[config.mk]
export PLATFORM = sky130hd
export DESIGN_NAME = ex_mem_stage
export DESIGN_NICKNAME = d
export VERILOG_FILES = /design/src/rtl/pipe_pkg.sv /design/src/rtl/dmem_handshake_fsm.sv /design/src/rtl/ex_mem_stage.sv
export SDC_FILE = /design/constraint.sdc
export NUM_CORES = 1
export LEC_CHECK = 0
export BUFFER_PORTS_ARGS = -buffer_cell sky130_fd_sc_hd__buf_2
export CAP_MARGIN = 20
export CORE_MARGIN = 3
export CORE_UTILIZATION = 50
export CTS_BUF_LIST = sky130_fd_sc_hd__clkbuf_4
export CTS_CLUSTER_DIAMETER = 120
export CTS_CLUSTER_SIZE = 12
export DETAILED_ROUTE_END_ITERATION = 6
export PLACE_DENSITY = 0.82
export SYNTH_ARGS = -nofsm -noshare
export SYNTH_HDL_FRONTEND = slang
export SYNTH_HIERARCHICAL = 1
export SYNTH_SLANG_ARGS = --single-unit
[constraint.sdc]
create_clock -name clk -period 1.5 [get_ports clk]
set_input_delay 0.225 -clock clk [delete_from_list [all_inputs] [get_ports clk]]
set_output_delay 0.225 -clock clk [all_outputs]
set_load 0.05 [all_outputs]
[src/rtl/pipe_pkg.sv]
`default_nettype none
// ============================================================================
// Module      : pipe_pkg
// Description : Shared types and constants for the EX/MEM/WB stage block:
//               NOP encoding, memory-access FSM states, default datapath
//               width and timeout counter width.
// Revision    : 1.0  initial release
// ============================================================================
package pipe_pkg;

    localparam int          DW_DEF    = 16;
    localparam logic [15:0] NOP_INSTR = 16'hB000;
    localparam int          ERR_CNT_W = 8;

    typedef enum logic [0:0] {
        IDLE = 1'b0,
        BUSY = 1'b1
    } mem_state_t;

endpackage
`default_nettype wire

[src/rtl/dmem_handshake_fsm.sv]
`default_nettype none
// ============================================================================
// Module      : dmem_handshake_fsm
// Description : Data-memory req/rdy sequencer. Holds the access state, drives
//               the request/stall indications and, when MEM_TIMEOUT_EN is
//               defined, aborts an access that waits too long for dm_rdy and
//               raises a sticky error flag.
// Config      : MEM_TIMEOUT_EN (undefined by default: wait forever, no error)
// Revision    : 1.0  initial release
// ============================================================================
module dmem_handshake_fsm
    import pipe_pkg::*;
#(
    parameter int TIMEOUT = 255
) (
    input  logic clk,
    input  logic rst,
    input  logic mem_op_ex_i,   // instruction waiting in EX is a load or store
    input  logic dm_rdy_i,
    output logic busy_o,        // access outstanding; doubles as dm_req
    output logic stall_o,       // hold upstream stages
    output logic mem_err_o      // sticky timeout flag
);

    // The timeout counter must be able to reach TIMEOUT-1.
    if (TIMEOUT < 1 || TIMEOUT > (1 << ERR_CNT_W) - 1) begin : g_timeout_range
        $error("dmem_handshake_fsm: TIMEOUT out of range");
    end

    mem_state_t state_q;
    logic       w_abort;
    logic       w_advance;

`ifdef MEM_TIMEOUT_EN
    localparam logic [ERR_CNT_W-1:0] C_LIMIT = ERR_CNT_W'(TIMEOUT - 1);

    logic [ERR_CNT_W-1:0] cnt_q;
    logic                 err_q;

    // Abort in the TIMEOUT-th waiting cycle so dm_req is high exactly TIMEOUT cycles.
    assign w_abort   = (state_q == BUSY) && !dm_rdy_i && (cnt_q == C_LIMIT);
    assign mem_err_o = err_q;
`else
    assign w_abort   = 1'b0;
    assign mem_err_o = 1'b0;
`endif

    assign busy_o    = (state_q == BUSY);
    assign stall_o   = busy_o && !dm_rdy_i && !w_abort;
    // Any edge without stall lets EX/MEM load, so the next state follows the incoming op;
    // an abort therefore still picks up a memory op that arrives on the same edge.
    assign w_advance = !stall_o;

    // State register plus, when enabled, the wait counter and sticky error flag.
    always_ff @(posedge clk) begin
        if (rst) begin
            state_q <= IDLE;
`ifdef MEM_TIMEOUT_EN
            cnt_q   <= '0;
            err_q   <= 1'b0;
`endif
        end else begin
            if (w_advance) begin
                state_q <= mem_op_ex_i ? BUSY : IDLE;
            end
`ifdef MEM_TIMEOUT_EN
            if (w_advance) begin
                cnt_q <= '0;
            end else begin
                cnt_q <= cnt_q + ERR_CNT_W'(1);
            end
            if (w_abort) begin
                err_q <= 1'b1;
            end
`endif
        end
    end

endmodule
`default_nettype wire

[src/rtl/ex_mem_stage.sv]
`default_nettype none
// ============================================================================
// Module      : ex_mem_stage
// Description : EX/MEM pipeline register, data-memory access controller and
//               MEM/WB register. Stalls upstream while a memory access is
//               outstanding and inserts WB bubbles during the wait.
// Config      : MEM_TIMEOUT_EN enables the dm_rdy timeout and mem_err flag
// Revision    : 1.0  initial release
// ============================================================================
module ex_mem_stage
    import pipe_pkg::*;
#(
    parameter int DW      = DW_DEF,
    parameter int TIMEOUT = 255
) (
    input  logic          clk,
    input  logic          rst,
    input  logic [DW-1:0] alu_EX,
    input  logic [DW-1:0] sdata_EX,
    input  logic [3:0]    dst_addr_EX,
    input  logic          we_rf_EX,
    input  logic          we_mem_EX,
    input  logic          re_mem_EX,
    input  logic          wb_sel_EX,
    input  logic          hlt_EX,
    input  logic [15:0]   instr_EX,
    input  logic [DW-1:0] pc_EX,
    output logic          dm_req,
    output logic          dm_we,
    output logic [DW-1:0] dm_addr,
    output logic [DW-1:0] dm_wdata,
    input  logic          dm_rdy,
    input  logic [DW-1:0] dm_rdata,
    output logic          stall_mem,
    output logic [DW-1:0] wb_data_WB,
    output logic [3:0]    dst_addr_WB,
    output logic          we_rf_WB,
    output logic          hlt_WB,
    output logic [15:0]   instr_WB,
    output logic [DW-1:0] pc_WB,
    output logic          mem_err
);

    // EX/MEM register
    logic [DW-1:0] alu_q, sdata_q, pc_q;
    logic [3:0]    dst_q;
    logic          we_rf_q, we_mem_q, re_mem_q, wb_sel_q, hlt_q;
    logic [15:0]   instr_q;

    // MEM/WB register and its next-state
    logic [DW-1:0] wb_data_q, wb_data_d, wb_pc_q, wb_pc_d;
    logic [3:0]    wb_dst_q, wb_dst_d;
    logic          wb_we_q, wb_we_d, wb_hlt_q, wb_hlt_d;
    logic [15:0]   wb_instr_q, wb_instr_d;

    logic          w_busy;

    dmem_handshake_fsm #(
        .TIMEOUT     (TIMEOUT)
    ) u_fsm (
        .clk         (clk),
        .rst         (rst),
        .mem_op_ex_i (we_mem_EX | re_mem_EX),
        .dm_rdy_i    (dm_rdy),
        .busy_o      (w_busy),
        .stall_o     (stall_mem),
        .mem_err_o   (mem_err)
    );

    assign dm_req   = w_busy;
    assign dm_we    = we_mem_q;
    assign dm_addr  = alu_q;
    assign dm_wdata = sdata_q;

    // EX/MEM register: advance whenever the memory side is not stalling.
    always_ff @(posedge clk) begin
        if (rst) begin
            alu_q    <= '0;
            sdata_q  <= '0;
            pc_q     <= '0;
            dst_q    <= '0;
            we_rf_q  <= 1'b0;
            we_mem_q <= 1'b0;
            re_mem_q <= 1'b0;
            wb_sel_q <= 1'b0;
            hlt_q    <= 1'b0;
            instr_q  <= NOP_INSTR;
        end else if (!stall_mem) begin
            alu_q    <= alu_EX;
            sdata_q  <= sdata_EX;
            pc_q     <= pc_EX;
            dst_q    <= dst_addr_EX;
            we_rf_q  <= we_rf_EX;
            we_mem_q <= we_mem_EX;
            re_mem_q <= re_mem_EX;
            wb_sel_q <= wb_sel_EX;
            hlt_q    <= hlt_EX;
            instr_q  <= instr_EX;
        end
    end

    // MEM/WB next-state: pass the MEM instruction, or a bubble while waiting (or aborting).
    always_comb begin
        wb_data_d  = wb_sel_q ? dm_rdata : alu_q;
        wb_dst_d   = dst_q;
        wb_we_d    = we_rf_q;
        wb_hlt_d   = hlt_q;
        wb_instr_d = instr_q;
        wb_pc_d    = pc_q;
        if (w_busy && !dm_rdy) begin
            wb_data_d  = '0;
            wb_dst_d   = '0;
            wb_we_d    = 1'b0;
            wb_hlt_d   = 1'b0;
            wb_instr_d = NOP_INSTR;
            wb_pc_d    = '0;
        end
    end

    // MEM/WB register: updates every edge.
    always_ff @(posedge clk) begin
        if (rst) begin
            wb_data_q  <= '0;
            wb_dst_q   <= '0;
            wb_we_q    <= 1'b0;
            wb_hlt_q   <= 1'b0;
            wb_instr_q <= NOP_INSTR;
            wb_pc_q    <= '0;
        end else begin
            wb_data_q  <= wb_data_d;
            wb_dst_q   <= wb_dst_d;
            wb_we_q    <= wb_we_d;
            wb_hlt_q   <= wb_hlt_d;
            wb_instr_q <= wb_instr_d;
            wb_pc_q    <= wb_pc_d;
        end
    end

    assign wb_data_WB  = wb_data_q;
    assign dst_addr_WB = wb_dst_q;
    assign we_rf_WB    = wb_we_q;
    assign hlt_WB      = wb_hlt_q;
    assign instr_WB    = wb_instr_q;
    assign pc_WB       = wb_pc_q;

endmodule
`default_nettype wire

==> results of run 1 <==
routing by layer:
| metal | track usage [%] | vias to the layer above |
|---|---|---|
| li1 | - | 1792 |
| met3 | 7.240 | 18 |
| met1 | 22.30 | 1705 |
| met2 | 39.82 | 119 |
| met5 | 0 | - |
| met4 | 8.466 | 0 |
worst max-delay path, delay by kind of cell (launching register included):
kind	cells	cell delay [ns]
flip-flops	1	0.37
buffers and inverters	1	0.21
AND/OR/NAND/NOR	1	0.14
area by class of cell:
class,count,area (sq um),share of cell area [%]
Clock inverter,15,181.4,2.701
Multi-Input combinational cell,219,1822,27.12
Clock buffer,17,127.6,1.900
Tap cell,108,135.1,2.012
Timing Repair Buffer,273,1904,28.35
Sequential cell,127,2546,37.91
timing repair:
action | 4_1_cts | 5_1_grt
hold endpoints to repair | 80 | 0
setup buffers | 1 | 0
gates resized for setup | 1 | 0
hold buffers | 80 | 0
setup endpoints to repair | 1 | 0
power by group through the flow:
stage | clock network (mW) | registers (mW) | logic [mW]
after floorplan | 0 | 4.17 | 0.513
after global placement | 0 | 3.72 | 1.24
after detailed placement | 0 | 3.73 | 1.27
after CTS | 2.53 | 3.66 | 1.43
after global routing | 2.68 | 3.68 | 1.53
final | 2.46 | 3.66 | 1.44
state kept, by name, summed over array words and instances (netlist names):
name / flops
pc_q: 16
dst_q: 4
pc_WB: 16
dm_addr: 16
dst_addr_WB: 4
dm_we: 1
wb_data_WB: 16
we_rf_q: 1
hlt_q: 1
wb_sel_q: 1
dm_wdata: 16
we_rf_WB: 1
hlt_WB: 1
instr_q: 16
instr_WB: 16
u_fsm/busy_o: 1
per-stage QoR:
| stage | cell area (sq um) | std cells | power (mW) |
|---|---|---|---|
| 2_1_floorplan | 4692 | 377 | 4.684 |
| 3_3_place_gp | 5597 | 646 | 4.962 |
| 3_5_place_dp | 5597 | 646 | 4.999 |
| 4_1_cts | 6716 | 759 | 7.618 |
| 5_1_grt | 6716 | 759 | 7.886 |
| 6_report | 6716 | 759 | 7.554 |
synthesized netlist by cell type:
cell type  number  area, sq um
mux2i_1        85        850.8
clkbuf_1        1        3.750
dfxtp_1       127         2542
and2b_4         2        20.02
o21ba_1         1        10.01
nor2b_4         1        13.76
conb_1          1        3.750
buf_4           2        15.01
buf_2          13        65.06
nor3b_1         1        7.510
or3_1           3        18.77
nor3_2         16        160.2
buf_12          9        180.2
a211o_1         3        26.28
or2_2           1        6.260
nor2_1         69        259.0
nor2b_1         2        12.51
buf_6           6        67.56
nor3b_2        34        425.4
cell families (layout without fill, tap and decap cells):
group                  after synthesis  count (layout)  share of synthesized area (%)
buffers and inverters               31             305                          7.072
other                                1               1                        0.07999
AOI/OAI and AO/OA                    4               4                         0.7741
muxes                               85              85                          18.15
and+or+nand+nor                    129             129                          19.70
DFF                                127             127                          54.23
path summary, 6_finish.rpt:
check,cells past startpoint,slack [ns],end
max,2,0.09,stall_mem
min,3,0.02,wb_data_WB[10]
max reg2reg,5,0.16,dm_wdata[11]
min reg2reg,1,0.46,instr_WB[13]
==> results.json, run 1 <==
{
  "status": "finished clean",
  "cts-buffers-inserted": 17,
  "grt_max_degree": 42,
  "grt_pass1_wl_mm": 17.79,
  "ys_warn_count": 6,
  "root_buffer": "clkbuf_4",
  "tns_ns": 0,
  "drtIter0Drc": 49,
  "wirelength_mm": 11.31,
  "routed-wl-met3_microns": 697,
  "fin_crit_sh_pct": 94.18,
  "max_freq_ghz": 0.7078,
  "drt-met1-wl_mm": 4.371,
  "vias": 3634,
  "switching_power_mw": 2.240,
  "path_max_fanout": 3,
  "p_int_mw": 5.314,
  "final_cell_mix": "buf_2, dfxtp_1, mux2i_1",
  "sequentialPowerShare_pct": 48.4,
  "ys_seq_elements": 127,
  "rsz0062_at_grt": "no",
  "tightest_slew_ns": 0.5476,
  "p_clk_share_pct": 32.5,
  "worstHoldPathType": "in2reg",
  "finalClockSkew_ns": 0.01229,
  "path_clk_slew_ns": 0.11,
  "h-tree-depth": 4,
  "p_leak_nw": 3.071,
  "slew_headroom_pct": 63.50,
  "drc": 0,
  "top_layer": "met4",
  "maxCapViolCount": 0,
  "start_util_pct": 52.48,
  "area_growth_pct": 43.26,
  "fin_crit_ns": 1.413,
  "fin_util_pct": 75.18,
  "start_kind": "flip-flop",
  "fillerInstances": 578,
  "synth-seq-area-share_pct": 54.23,
  "clockBufferDepth": 2,
  "dr.pass1.iters": 4,
  "synth_area_sq_mm": 0.004688,
  "r2r-start": "u_fsm/busy_o",
  "switching_share_pct": 29.66,
  "pin_count": 182,
  "synth.avg_cell_area_sq_um": 12.44,
  "ant_nets": 0,
  "place_worst_setup_slack_ns": 0.1670,
  "layout_commonest_cell": "buf_2",
  "combinationalPowerShare_pct": 19.1,
  "cp-startpoint": "u_fsm/busy_o",
  "antenna_found_initial": 0,
  "io_buffers": 180,
  "cp-end-kind": "primary output",
  "cts_tree": "done",
  "critPathSlowestCell": "dfxtp_4",
  "first_global_vias": 3887,
  "setup_viol_count_final": 0,
  "min-delay-start": "dm_rdata[10]",
  "die_x_microns": 102.8,
  "critical_path.max_stage_delay_ns": 0.37,
  "grt.overflow.total": 0,
  "clock-sinks": 127,
  "num_rows": 34,
  "ir_drop_v": 0.0005969,
  "p_per_area_mw_per_mm2": 1125,
  "via_per_inst": 4.788,
  "drive_gt1_share_pct": 43.01,
  "die_area_sq_mm": 0.01057,
  "syn_nets": 469,
  "routedWlPerCell_microns": 14.90,
  "clock_latency_ns": 0.48,
  "layout_setup_ws_ns": 0.08725,
  "n_antenna_cell": 0,
  "crit_type": "reg2out",
  "place_hpwl_mm": 7.193,
  "synth_cells": 377,
  "track_usage_pct": 21.52,
  "arrival_ns": 1.19,
  "whs_ns": 0.02457,
  "gp_congestion": 0.7588,
  "nets": 730,
  "route.met2.wl_mm": 6.047,
  "hold_viol": 0,
  "required_ns": 1.27,
  "yosysUniqueCellTypes": 19,
  "fp.dieH_microns": 102.8,
  "path_cells": "nor2b_4 -> buf_4",
  "drv_slew": 0,
  "coreArea_sq_mm": 0.008934
}
Note: power is estimated with default switching activity, not from simulation.
==> inputs of run 2 (changes only) <==
CORE_ASPECT_RATIO = 0.5   (was not set)
==> run 2 against run 1 <==
Net effect: critical path depth unchanged; combinational power is essentially flat; non-clock buffer count rose by 10; clock power shrank 3%; design area grew 0.93%; power decreased by 0.77%; hold slack better by 0.022 ns; critical path type unchanged; critical endpoint unchanged; highest routed layer unchanged.
==> results.json, run 2 (synthesis results as in run 1) <==
{
  "drv_slew": 0,
  "n_antenna_cell": 0,
  "coreArea_sq_mm": 0.008919,
  "path_max_fanout": 3,
  "critical_path.max_stage_delay_ns": 0.37,
  "routedWlPerCell_microns": 15.21,
  "ant_nets": 0,
  "antenna_found_initial": 0,
  "cp_top_family": "flip-flops",
  "cp-startpoint": "u_fsm/busy_o",
  "vias": 3709,
  "place_hpwl_mm": 6.726,
  "path_clk_slew_ns": 0.12,
  "placed_cell_area_sq_mm": 0.005608,
  "drive_gt1_share_pct": 42.97,
  "start_kind": "flip-flop",
  "nets": 740,
  "hold_viol": 0,
  "num_rows": 24,
  "r2r-start": "u_fsm/busy_o",
  "finalClockSkew_ns": 0.01402,
  "p_per_area_mw_per_mm2": 1106,
  "rsz0062_at_grt": "yes",
  "tns_ns": 0,
  "p_leak_nw": 3.112,
  "clock_latency_ns": 0.49,
  "fin_crit_sh_pct": 96.27,
  "die_area_sq_mm": 0.01064,
  "area_growth_pct": 44.60,
  "clock-sinks": 127,
  "track_usage_pct": 21.92,
  "setup_viol_count_final": 0,
  "grt.overflow.total": 0,
  "fillerInstances": 594,
  "ir_drop_v": 0.0006752,
  "critPathSlowestCell": "dfxtp_4",
  "status": "finished clean",
  "final_cell_mix": "buf_2, dfxtp_1, mux2i_1",
  "path_cells": "nor2b_4 -> buf_8",
  "layout_commonest_cell": "buf_2",
  "tightest_slew_ns": 0.5368,
  "h-tree-depth": 4,
  "required_ns": 1.27,
  "cts-buffers-inserted": 17,
  "io_buffers": 180,
  "whs_ns": 0.04704,
  "cts_tree": "done",
  "first_global_vias": 3675,
  "max_freq_ghz": 0.6925,
  "crit_type": "reg2out",
  "drtIter0Drc": 156,
  "die_x_microns": 142.9,
  "gp_congestion": 0.7703,
  "cp_num_buf_inv": 1,
  "root_buffer": "clkbuf_4",
  "dr.pass1.iters": 4,
  "pin_count": 182,
  "grt_pass1_wl_mm": 18.09,
  "fin_crit_ns": 1.444,
  "maxCapViolCount": 0,
  "multi_input_area_sq_mm": 0.001822,
  "start_util_pct": 52.57,
  "fp.dieH_microns": 74.47,
  "slew_headroom_pct": 64.21,
  "clockBufferDepth": 2,
  "wirelength_mm": 11.84,
  "worstHoldPathType": "in2reg",
  "cp-end-kind": "primary output",
  "drc": 0,
  "arrival_ns": 1.22,
  "final_area_sq_mm": 0.006779,
  "grt_max_degree": 42,
  "min-delay-start": "dm_rdata[9]",
  "via_per_inst": 4.767,
  "layout.area.seq_sq_mm": 0.002546
}
-- run 2: cell count changes in the layout (fill, tap and decap cells not counted), sizes merged --
cell,change
clkinv,+5
clkbuf,+2
buf,+5
dlygate4sd3,+4
clkinvlp,-1
inv,-5
-- run 2: routing by layer --
| layer | vias up | global-route usage (%) | share of wire [%] |
|---|---|---|---|
| li1 | 1812 | - | - |
| met1 | 1768 | 23.27 | 40 |
| met2 | 105 | 42.15 | 54 |
| met3 | 24 | 5.074 | 3.8 |
| met4 | 0 | 10.22 | 2.2 |
| met5 | - | 0 | 0 |
-- run 2: final cells by class --
cell class,instances,area share (%)
clock buffers,18,1.993
clock inverters,14,2.196
multi-input cells,219,26.87
well taps,117,2.159
flip-flops and latches,127,37.56
repair buffers,283,29.22
-- run 2: final timing paths --
kind / to / slack [ns] / cells after the start
max: stall_mem / 0.06 / 2
min: wb_data_WB[9] / 0.05 / 3
min reg2reg: instr_WB[12] / 0.46 / 1
max reg2reg: dm_addr[9] / 0.10 / 6
-- run 2: worst reg2reg max path, stage by stage (launching register included) --
cell     delay [ns]
dfxtp_4        0.37
nor2b_4        0.19
buf_6          0.16
buf_12         0.14
buf_4          0.17
mux2i_1        0.19
nor2_1         0.05
-- run 2: report_power, final --
group | internal, mW | total, mW | switching, mW
registers | 3.57 | 3.66 | 0.0888
logic | 0.582 | 1.46 | 0.879
clock network | 1.14 | 2.38 | 1.23
total | 5.29 | 7.50 | 2.20
-- run 2: timing repair --
action,4_1_cts,5_1_grt
hold buffers,84,0
gates cloned,0,1
hold endpoints to repair,84,0
endpoints found under the setup margin,1,10
setup buffers,1,1
resized for setup,3,1
-- run 2: through the flow --
step                power (mW)  setup WS [ns]  std cells  utilization [%]
floorplan                4.684       -0.03807        377                -
global placement         4.958         0.1845        660            62.88
detailed placement       4.982         0.1707        660            62.88
CTS                      7.517        0.02169        776            75.60
global route             7.805      -0.008327        778            76.01
finish                   7.496        0.05597        778            76.01
